File: src/rtl/nexys_starship_random_gen.sv
// nexys_starship_random_gen: LFSR-driven ship-part break events and repair-stage timer clock
module nexys_starship_random_gen #(
  parameter logic [15:0] LFSR_SEED    = 16'hACE1,
  parameter logic [15:0] BREAK_PERIOD = 16'd50000,
  parameter logic [25:0] TIMER_HALF   = 26'd25000000
) (
  input  logic       Clk,
  input  logic       Reset,
  input  logic       play_flag,
  input  logic       gameover_ctrl,
  output logic [3:0] random_hex,
  output logic       LR_random,
  output logic       RR_random,
  output logic       UR_random,
  output logic       DR_random,
  output logic       timer_clk
);
  localparam logic [2:0] IDLE = 3'b001;
  localparam logic [2:0] RUN  = 3'b010;
  localparam logic [2:0] HALT = 3'b100;
  logic [2:0]  state, state_nxt;
  logic [15:0] lfsr, cnt;
  logic [25:0] pre;
  logic        tc, wrap, brk;
  assign tc   = cnt == BREAK_PERIOD - 16'd1;
  assign wrap = pre == TIMER_HALF - 26'd1;
  // gameover on a terminal count suppresses the event entirely
  assign brk  = state == RUN && tc && !gameover_ctrl;
  always_comb
    state_nxt = (state == IDLE) ? ((play_flag && !gameover_ctrl) ? RUN : IDLE) :
                (state == RUN)  ? (gameover_ctrl ? HALT : RUN) :
                (state == HALT) ? ((!play_flag && !gameover_ctrl) ? IDLE : HALT) : IDLE;
  always_ff @(posedge Clk or negedge Reset)
    if (!Reset) begin
      state      <= IDLE;
      lfsr       <= LFSR_SEED;
      cnt        <= '0;
      pre        <= '0;
      timer_clk  <= 1'b0;
      random_hex <= 4'h0;
      {DR_random, UR_random, RR_random, LR_random} <= 4'b0;
    end else begin
      state     <= state_nxt;
      lfsr      <= (lfsr == '0) ? LFSR_SEED : {lfsr[14:0], lfsr[15] ^ lfsr[13] ^ lfsr[12] ^ lfsr[10]};
      cnt       <= (state != RUN || tc) ? 16'd0 : cnt + 16'd1;
      pre       <= wrap ? 26'd0 : pre + 26'd1;
      timer_clk <= timer_clk ^ wrap;
      {DR_random, UR_random, RR_random, LR_random} <= brk ? 4'b0001 << lfsr[5:4] : 4'b0000;
      if (brk) random_hex <= (lfsr[3:0] == 4'h0) ? 4'hF : lfsr[3:0];
    end
endmodule
File: config.mk
export PLATFORM = sky130hd
export DESIGN_NAME = nexys_starship_random_gen
export DESIGN_NICKNAME = d
export VERILOG_FILES = /design/src/rtl/nexys_starship_random_gen.sv
export SDC_FILE = /design/constraint.sdc
export NUM_CORES = 1
export LEC_CHECK = 0
export BUFFER_PORTS_ARGS = -buffer_cell sky130_fd_sc_hd__buf_2
export CORE_MARGIN = 5
export CORE_UTILIZATION = 45
export CTS_CLUSTER_SIZE = 10
export DETAILED_ROUTE_END_ITERATION = 8
export GPL_TIMING_DRIVEN = 1
export SETUP_SLACK_MARGIN = 0.15
export SLEW_MARGIN = 20
export SYNTH_ARGS = -nofsm -noshare
export SYNTH_HDL_FRONTEND = slang
export SYNTH_SLANG_ARGS = --single-unit
File: constraint.sdc
create_clock -name Clk -period 5.1 [get_ports Clk]
set_input_delay 1.02 -clock Clk [delete_from_list [all_inputs] [get_ports Clk]]
set_output_delay 1.02 -clock Clk [all_outputs]
set_load 0.01 [all_outputs]
==> impl_metrics.tcl, run 1 <==
set metrics [dict create \
    maxCapViolCount 0 \
    status "completed" \
    leakagePower_nw 1.49 \
    netSwitchingPower_mw 0.251 \
    use_met3 0.0385 \
    yosysSeqAreaShare 0.554 \
    finalSetupViolCount 0 \
    cts_resized 0 \
    dr.pass1.iters 4 \
    drive_above_1_share 0.152 \
    report.power.total_mw 1.04 \
    skew_ns 0.0113 \
    h-tree-depth 3 \
    initialDrtViolationCount 60 \
    ys.flop_type "dfrtp_1" \
    routabilityCongestion 0.756 \
    dp_slack_ns 2.74 \
    async_flop_share 1.00 \
    p_per_area_nw_per_um2 296 \
    synth_edf_count 0 \
    cts_root_buf "clkbuf_8" \
    clk_pin_slew_ns 0.09 \
    antenna_found_initial 0 \
    wire_per_inst_microns 13.7 \
    required_ns 5.31 \
    rsz0062_at_grt "false" \
    gr-total-overflow 0 \
    internal_power_mw 0.793 \
    grt_pass1_wl_microns 10200 \
    period_minus_slack_ns 2.26 \
    ant_nets 0 \
    portBuffers 12 \
    use_met2 0.224 \
    p_comb_frac 0.018 \
    rows 30 \
    use_met1 0.195 \
    vdd_drop_max_mv 0.106 \
    finalSetupTns_ns 0 \
    setup_ws_ns 2.84 \
    ys_types 40 \
    die_y_microns 94.1 \
    multi_input_area_sq_um 1350 \
    critPathLaunchType "register" \
    swShare 0.240 \
    cts_buffer_depth 2 \
    hpwl_microns 3690 \
    dieArea_sq_um 8860 \
    synth.cell_area_sq_um 3180 \
    num_io_pins 13 \
    grt_max_degree 71 \
    cts.sinks 70 \
    crit_type "reg -> reg" \
    holdBufCountCts 0 \
    cts_tree "yes" \
    mappedNetlistNets 306 \
    die_w_microns 94.1 \
    grt_use_total 0.145 \
    nFillCells 638 \
    layout_commonest_cell "dfrtp_1" \
    yosysWarnings 0 \
    area_growth_pct 10.8 \
    synthesis.instances 299 \
    diodes 0 \
    regArea_sq_um 1760 \
    cp-end-kind "register" \
    fmax_ghz 0.442 \
    synth_area_per_cell_sq_um 10.6 \
    finalHoldViolations 0 \
    cp.arrival_ns 2.47 \
    vias 2169 \
    initial_utilization 0.466 \
    grt_pass1_vias 2174 \
    p_clk_frac 0.445 \
    finalMaxSlewViolations 0 \
    wl_microns 5650 \
    post-route-period-util 0.443 \
    final_nets 318 \
    cts_post_setup_buffers_inserted 0 \
    hold_class "reg -> reg" \
    slew_headroom 0.363 \
    insertion_delay_ns 0.35 \
    gr-max-usage-layer "met2" \
    drc 0 \
    worst_pin_slew_ns 0.948 \
    cts_buffers 9 \
    coreArea_sq_um 6830 \
    final_cell_mix "dfrtp_1 (61), nor2_1 (34), xnor2_1 (18), nand3_1 (17), a21oi_1 (15)" \
    seqPwrFrac 0.536 \
    worstPathMaxFanout 16 \
    via_per_inst 5.26 \
    synth-seq-cells 70 \
]
## synthesized netlist by cell type (2+ instances only)
cell | count | area [sq um]
dfrtp_1 | 61 | 1530
nor2_1 | 34 | 128
xnor2_1 | 18 | 158
nand3_1 | 17 | 85.1
a21oi_1 | 15 | 75.1
nand2_1 | 14 | 52.6
xor2_1 | 14 | 123
nand4_1 | 11 | 68.8
nor4_1 | 11 | 68.8
nand2b_1 | 10 | 62.6
nor3_1 | 10 | 50.1
clkbuf_1 | 9 | 33.8
dfstp_2 | 9 | 236
o21ai_0 | 7 | 35.0
or3_1 | 7 | 43.8
a31oi_1 | 5 | 31.3
and4_1 | 5 | 43.8
buf_2 | 4 | 20.0
or4_1 | 4 | 30.0
and2_1 | 3 | 18.8
ha_1 | 3 | 37.5
nand4b_1 | 3 | 26.3
nor2b_1 | 3 | 18.8
inv_1 | 2 | 7.51
nand3b_1 | 2 | 15.0
nor3b_1 | 2 | 15.0
o31ai_1 | 2 | 15.0
or4b_1 | 2 | 20.0
## metal layers
metal  routed length, microns  up-vias  part of all wire
li1                         -     1087                 -
met1                     2860     1055              0.51
met2                     2560       21              0.45
met3                      179        6             0.032
met4                       47        0            0.0083
met5                        0        -                 0
## power groups by stage
stage / combinational, mW / clock (mW) / sequential [mW]
2_1_floorplan: 0.00619 / 0 / 0.570
6_report: 0.0191 / 0.465 / 0.560
4_1_cts: 0.0203 / 0.479 / 0.560
5_1_grt: 0.0229 / 0.503 / 0.560
3_3_place_gp: 0.0200 / 0 / 0.570
3_5_place_dp: 0.0203 / 0 / 0.571
## cells by family (layout without fill, tap and decap cells)
group / count (synthesis) / in the layout / synth area share
simple gates: 146 / 146 / 0.267
flops: 70 / 70 / 0.554
compound gates: 32 / 32 / 0.0570
xor+xnor: 32 / 32 / 0.0881
buf+inv: 16 / 33 / 0.0228
fa+ha+maj: 3 / 3 / 0.0118
## worst paths after layout
| path | from | to | slack (ns) | depth (start not counted) |
|---|---|---|---|---|
| worst max-delay path | cnt[7] | cnt[8] | 2.84 | 5 |
| worst min-delay path | lfsr[8] | lfsr[9] | 0.39 | 0 |
| worst max register to register | cnt[7] | cnt[8] | 2.84 | 5 |
| worst min register to register | lfsr[8] | lfsr[9] | 0.39 | 0 |
| max in group asynchronous | Reset | pre[10] | 3.67 | 2 |
| min in group asynchronous | Reset | UR_random | 0.86 | 2 |
## sequential cells by signal (all words and copies together) (netlist names)
register	count
DR_random	1
LR_random	1
RR_random	1
UR_random	1
cnt	16
lfsr	16
pre	26
random_hex	4
state	3
timer_clk	1
## final cells by class
type | instances | area share
repair buffers | 15 | 0.0245
clock buffers | 9 | 0.0351
multi-input cells | 213 | 0.382
well taps | 96 | 0.0340
clock inverters | 7 | 0.0227
inverters | 2 | 0.00213
flip-flops and latches | 70 | 0.500
## through the flow
step / hold WS (ns) / instance area [sq um] / util / instances
3_5_place_dp: 0.365 / 3310 / 0.485 / 395
6_report: 0.393 / 3530 / 0.516 / 412
4_1_cts: 0.399 / 3520 / 0.515 / 411
2_1_floorplan: 0.429 / 3180 / - / 299
5_1_grt: 0.409 / 3530 / 0.516 / 412
3_3_place_gp: 0.378 / 3310 / 0.485 / 395
## critical path, stage by stage (launching register included)
cell and delay [ns]:
dfrtp_1 0.44, or4b_1 0.53, nor4_1 0.32, buf_4 0.23
or3_1 0.49, nor2_1 0.11
Note: power is estimated with default switching activity, not from simulation.
==> run 2: changes to the inputs <==
clock period = 2.2 ns   (was 5.1 ns; I/O delays follow)
==> run 2 against run 1 <==
Hold slack got worse by 0.30 ns. Worst setup slack got worse by 2.6 ns. Cell count rose by 1.5%. Design area rose by 3.2%. Maximum frequency rose by 16%. Critical path type unchanged. Global-route usage fell by 0.21 points. First-iteration DRC count fell by 1.7%. Sequential cell count did not move. Non-clock buffer count rose by 6.
==> impl_metrics.tcl, run 2 (same netlist as run 1, synthesis figures left out) <==
set metrics [dict create \
    dp_slack_ns 0.204 \
    slew_headroom 0.717 \
    top_register "pre" \
    dieArea_sq_um 8860 \
    cts_buffers 9 \
    layout_commonest_cell "dfrtp_1" \
    grt_pass1_wl_microns 9850 \
    rows 30 \
    coreArea_sq_um 6830 \
    die_w_microns 94.1 \
    skew_ns 0.0111 \
    final_cell_mix "dfrtp_1 (60), nor2_1 (34), xnor2_1 (18), nand3_1 (17), a21oi_1 (15)" \
    p_per_area_nw_per_um2 721 \
    routabilityCongestion 0.816 \
    nFillCells 622 \
    final_nets 324 \
    worstPathMaxFanout 3 \
    cts_root_buf "clkbuf_8" \
    initial_utilization 0.466 \
    diodes 0 \
    critPathLaunchType "register" \
    fmax_ghz 0.514 \
    grt_pass1_vias 2120 \
    leakagePower_nw 1.55 \
    period_minus_slack_ns 1.95 \
    crit_type "reg -> reg" \
    post-route-period-util 0.885 \
    gr-total-overflow 0 \
    status "completed" \
    drc 0 \
    grt_use_total 0.143 \
    die_y_microns 94.1 \
    portBuffers 12 \
    num_io_pins 13 \
    maxCapViolCount 0 \
    finalHoldViolations 0 \
    setup_ws_ns 0.254 \
    clk_pin_slew_ns 0.07 \
    cp-end-kind "register" \
    cts.sinks 70 \
    holdBufCountCts 0 \
    insertion_delay_ns 0.35 \
    worst_pin_slew_ns 0.422 \
    required_ns 2.47 \
    cts_buffer_depth 2 \
    area_growth_pct 14.3 \
    final_cells 418 \
    finalSetupTns_ns 0 \
    finalMaxSlewViolations 0 \
    rsz0062_at_grt "false" \
    report.power.total_mw 2.62 \
    largest_reg_flops 26 \
    grt_max_degree 71 \
    vias 2156 \
    wl_microns 5540 \
    antenna_found_initial 0 \
    hpwl_microns 3660 \
    ant_nets 0 \
    dp.cells 401 \
    h-tree-depth 3 \
    dr.pass1.iters 4 \
    vdd_drop_max_mv 0.402 \
    final_util 0.533 \
    wire_per_inst_microns 13.2 \
    cts_tree "yes" \
    top_regs "pre x26, cnt x16, lfsr x16" \
    finalSetupViolCount 0 \
    drive_above_1_share 0.177 \
    hold_class "in -> async" \
    cp.arrival_ns 2.22 \
    via_per_inst 5.16 \
    initialDrtViolationCount 59 \
]
run 2: path summary, 6_finish.rpt:
path	slack, ns	from	cells after the start	end
worst max-delay path	0.25	pre[1]	5	pre[24]
worst min-delay path	0.09	Reset	2	RR_random
worst max register to register	0.25	pre[1]	5	pre[24]
worst min register to register	0.38	lfsr[8]	0	lfsr[9]
max in group asynchronous	1.76	Reset	2	lfsr[13]
min in group Clk	0.38	lfsr[8]	0	lfsr[9]
run 2: worst max-delay path: stages, from the launching register on:
cell,delay (ns)
dfrtp_1,0.40
ha_2,0.22
nand4_1,0.12
or4_4,0.56
or4_1,0.42
a21oi_1,0.16
run 2: per-layer routing:
metal / wire length, microns / GRT usage / share of wire
met1: 2730 / 0.185 / 0.49
met4: 59 / 0.0505 / 0.011
met3: 228 / 0.0537 / 0.041
met5: 0 / 0 / 0
met2: 2520 / 0.218 / 0.46
run 2: through the flow:
stage | area (sq um) | hold slack, ns
global placement | 3370 | 0.377
floorplan | 3180 | 0.144
detailed placement | 3370 | 0.368
finish | 3640 | 0.0922
CTS | 3620 | 0.115
global route | 3640 | 0.109
run 2: final cells by class:
cell class                      instances  area [sq um]  share of cell area
Clock buffer                           11           141              0.0388
Multi-Input combinational cell        213          1360               0.374
Sequential cell                        70          1760               0.485
Tap cell                               96           120              0.0330
Inverter                                2          7.51             0.00206
Timing Repair Buffer                   21           140              0.0385
Clock inverter                          5           106              0.0292
run 2: timing repair:
action	4_1_cts	5_1_grt
endpoints found under the setup margin	0	24
gates resized for setup	0	4
buffers inserted	0	1
run 2: power breakdown:
group / internal [mW] / switching [mW]
Sequential: 1.29 / 0.00525
Clock: 0.787 / 0.490
Combinational: 0.0131 / 0.0354
==> run 3: changes to the inputs <==
ABC_AREA = 1   (was default)
CTS_CLUSTER_DIAMETER = 120   (was default)
==> run 3 against run 2 <==
Cell count increased by 40%. Sequential cell count unchanged. Wire length increased by 27%. Maximum frequency is 29% higher. Sequential power about the same. Synthesized cell count is 56% higher.
==> impl_metrics.tcl, run 3 <==
set metrics [dict create \
    synth_compound_area_frac 0.0251 \
    status "completed" \
    cpPeakStageDelay_ns 0.44 \
    yosysMostFrequentCell "nand2_1" \
    finalHoldViolations 0 \
    top_regs "pre x26, cnt x16, lfsr x16" \
    hpwl_microns 5100 \
    ant_nets 0 \
    cts_resized 0 \
    period_minus_slack_ns 1.51 \
    yosysTopAreaCell "dfrtp_1" \
    ys.flop_type "dfrtp_1" \
    fmax_ghz 0.663 \
    nFillCells 792 \
    holdBufCountCts 0 \
    critPathLaunch "pre[0]" \
    synth_mux_area_frac 0 \
    grt_pass1_vias 2850 \
    p_comb_frac 0.020 \
    cts.sinks 70 \
    required_ns 2.44 \
    layout_commonest_cell "nand2_1" \
    crit_type "reg -> reg" \
    cts_buffer_depth 2 \
    cp-end-kind "register" \
    hold_class "in -> async" \
    cp.arrival_ns 1.74 \
    post-route-period-util 0.686 \
    dieArea_sq_um 9980 \
    diodes 0 \
    gr-total-overflow 0 \
    vias 2800 \
    final_cell_area_sq_um 3970 \
    multi_input_area_sq_um 1590 \
    regArea_sq_um 1760 \
    leakagePower_nw 1.88 \
    grt_pass1_wl_microns 12500 \
    regToRegStartpoint "pre[0]" \
    area_growth_pct 9.22 \
    synth_area_per_cell_sq_um 7.82 \
    cts_buffers 9 \
    slowest_stage "dfrtp_1" \
    antenna_found_initial 0 \
    initialDrtViolationCount 72 \
    path_common_cell "nand2_2" \
    final_nets 486 \
    p_clk_frac 0.414 \
    yosysWarnings 0 \
    maxCapViolCount 0 \
    routabilityCongestion 0.827 \
    grt_max_degree 71 \
    worst_pin_slew_ns 0.441 \
    mappedNetlistNets 472 \
    synthXorXnorAreaFrac 0.0458 \
    h-tree-depth 3 \
    final_cell_mix "nand2_1 (113), nor2_1 (91), inv_1 (62), dfrtp_1 (61), nand3_1 (20)" \
    setup_ws_ns 0.692 \
    vdd_drop_max_mv 0.330 \
    die_y_microns 99.9 \
    dr.pass1.iters 4 \
    netSwitchingPower_mw 0.567 \
    synth_top_family_by_area "simple AND/OR/NAND/NOR gates" \
    rsz0062_at_grt "false" \
    synthAdderAreaFrac 0.0103 \
    seqPwrFrac 0.566 \
    synth_common_cells "nand2_1 (113), nor2_1 (91), inv_1 (62)" \
    synth-seq-cells 70 \
    ys_types 32 \
    worstPathCellList "ha_1 -> inv_1 -> nor2_4 -> nand2_2 -> nor2_2 -> nand2_2 -> nand2_1 -> nor2_1" \
    num_io_pins 13 \
    initial_utilization 0.466 \
    top_register "pre" \
    wl_microns 7010 \
    synth_top_cell_area_share 0.420 \
    portBuffers 12 \
    synth.area.top_cells "dfrtp_1 (42%), nand2_1 (12%), nor2_1 (9.4%)" \
    synth_edf_count 0 \
    finalSetupViolCount 0 \
    finalMaxSlewViolations 0 \
    synth-simple-area-share 0.355 \
    die_w_microns 99.9 \
    drive_above_1_share 0.136 \
    largest_reg_flops 26 \
    wire_per_inst_microns 12.0 \
    clk_pin_slew_ns 0.08 \
    synthesis.instances 465 \
    internal_power_mw 1.72 \
    synth.cell_area_sq_um 3640 \
    cts_post_setup_buffers_inserted 0 \
    grt_use_total 0.155 \
    yosysSeqAreaShare 0.485 \
    worstPathMaxFanout 12 \
    via_per_inst 4.78 \
    drc 0 \
    coreArea_sq_um 7810 \
    rows 32 \
    place_area_sq_um 3790 \
    critPathLaunchType "register" \
    finalSetupTns_ns 0 \
    async_flop_share 1.00 \
    dp_slack_ns 0.687 \
    cts_root_buf "clkbuf_8" \
    swShare 0.248 \
    slew_headroom 0.705 \
    cts_tree "yes" \
    insertion_delay_ns 0.35 \
    p_per_area_nw_per_um2 577 \
    skew_ns 0.00761 \
]
==> run 3: kinds of logic after synthesis <==
kind of cell	count (synthesis)
DFF	70
xor gates and xnor gates	19
buffers and inverters	73
AOI/OAI and AO/OA	17
adders and majority gates	3
and+or+nand+nor	283
==> run 3: power groups by stage <==
stage               logic (mW)  clock network [mW]  registers, mW
detailed placement      0.0489                   0           1.32
floorplan               0.0136                   0           1.32
finish                  0.0458               0.948           1.30
global route            0.0549                1.05           1.30
CTS                     0.0487               0.981           1.30
global placement        0.0484                   0           1.32
==> run 3: worst max-delay path, delay by kind of cell (launching register included) <==
kind	cells	cell delay, ns
adders and majority gates	1	0.19
buffers and inverters	1	0.06
DFF	1	0.44
and+or+nand+nor	6	0.71
==> run 3: layout make-up <==
class / instances / area share
multi-input combinational: 322 / 0.399
inverter: 63 / 0.0595
timing repair buffer: 13 / 0.0202
tap: 102 / 0.0321
clock inverter: 7 / 0.0142
clock buffer: 9 / 0.0312
sequential: 70 / 0.444
==> run 3: per-stage QoR <==
stage           util  power (mW)  cells  hold WS, ns
2_1_floorplan      -        1.33    465        0.144
4_1_cts        0.509        2.33    586        0.116
3_5_place_dp   0.486        1.37    570        0.380
6_report       0.509        2.29    586       0.0924
5_1_grt        0.509        2.40    586        0.126
3_3_place_gp   0.486        1.37    570        0.366
==> run 3: routing by layer <==
metal / share of wire / track usage / wire length (microns)
met3: 0.028 / 0.0396 / 196
met1: 0.46 / 0.186 / 3250
met2: 0.49 / 0.267 / 3430
met5: 0 / 0 / 0
met4: 0.018 / 0.0567 / 129
==> run 3: final timing paths <==
kind	to	slack, ns	cells after the start
max	pre[21]	0.69	8
min	timer_clk	0.09	2
max reg2reg	pre[21]	0.69	8
min reg2reg	lfsr[9]	0.39	0
max in group asynchronous	lfsr[7]	1.76	2
min in group Clk	state[2]	0.35	3
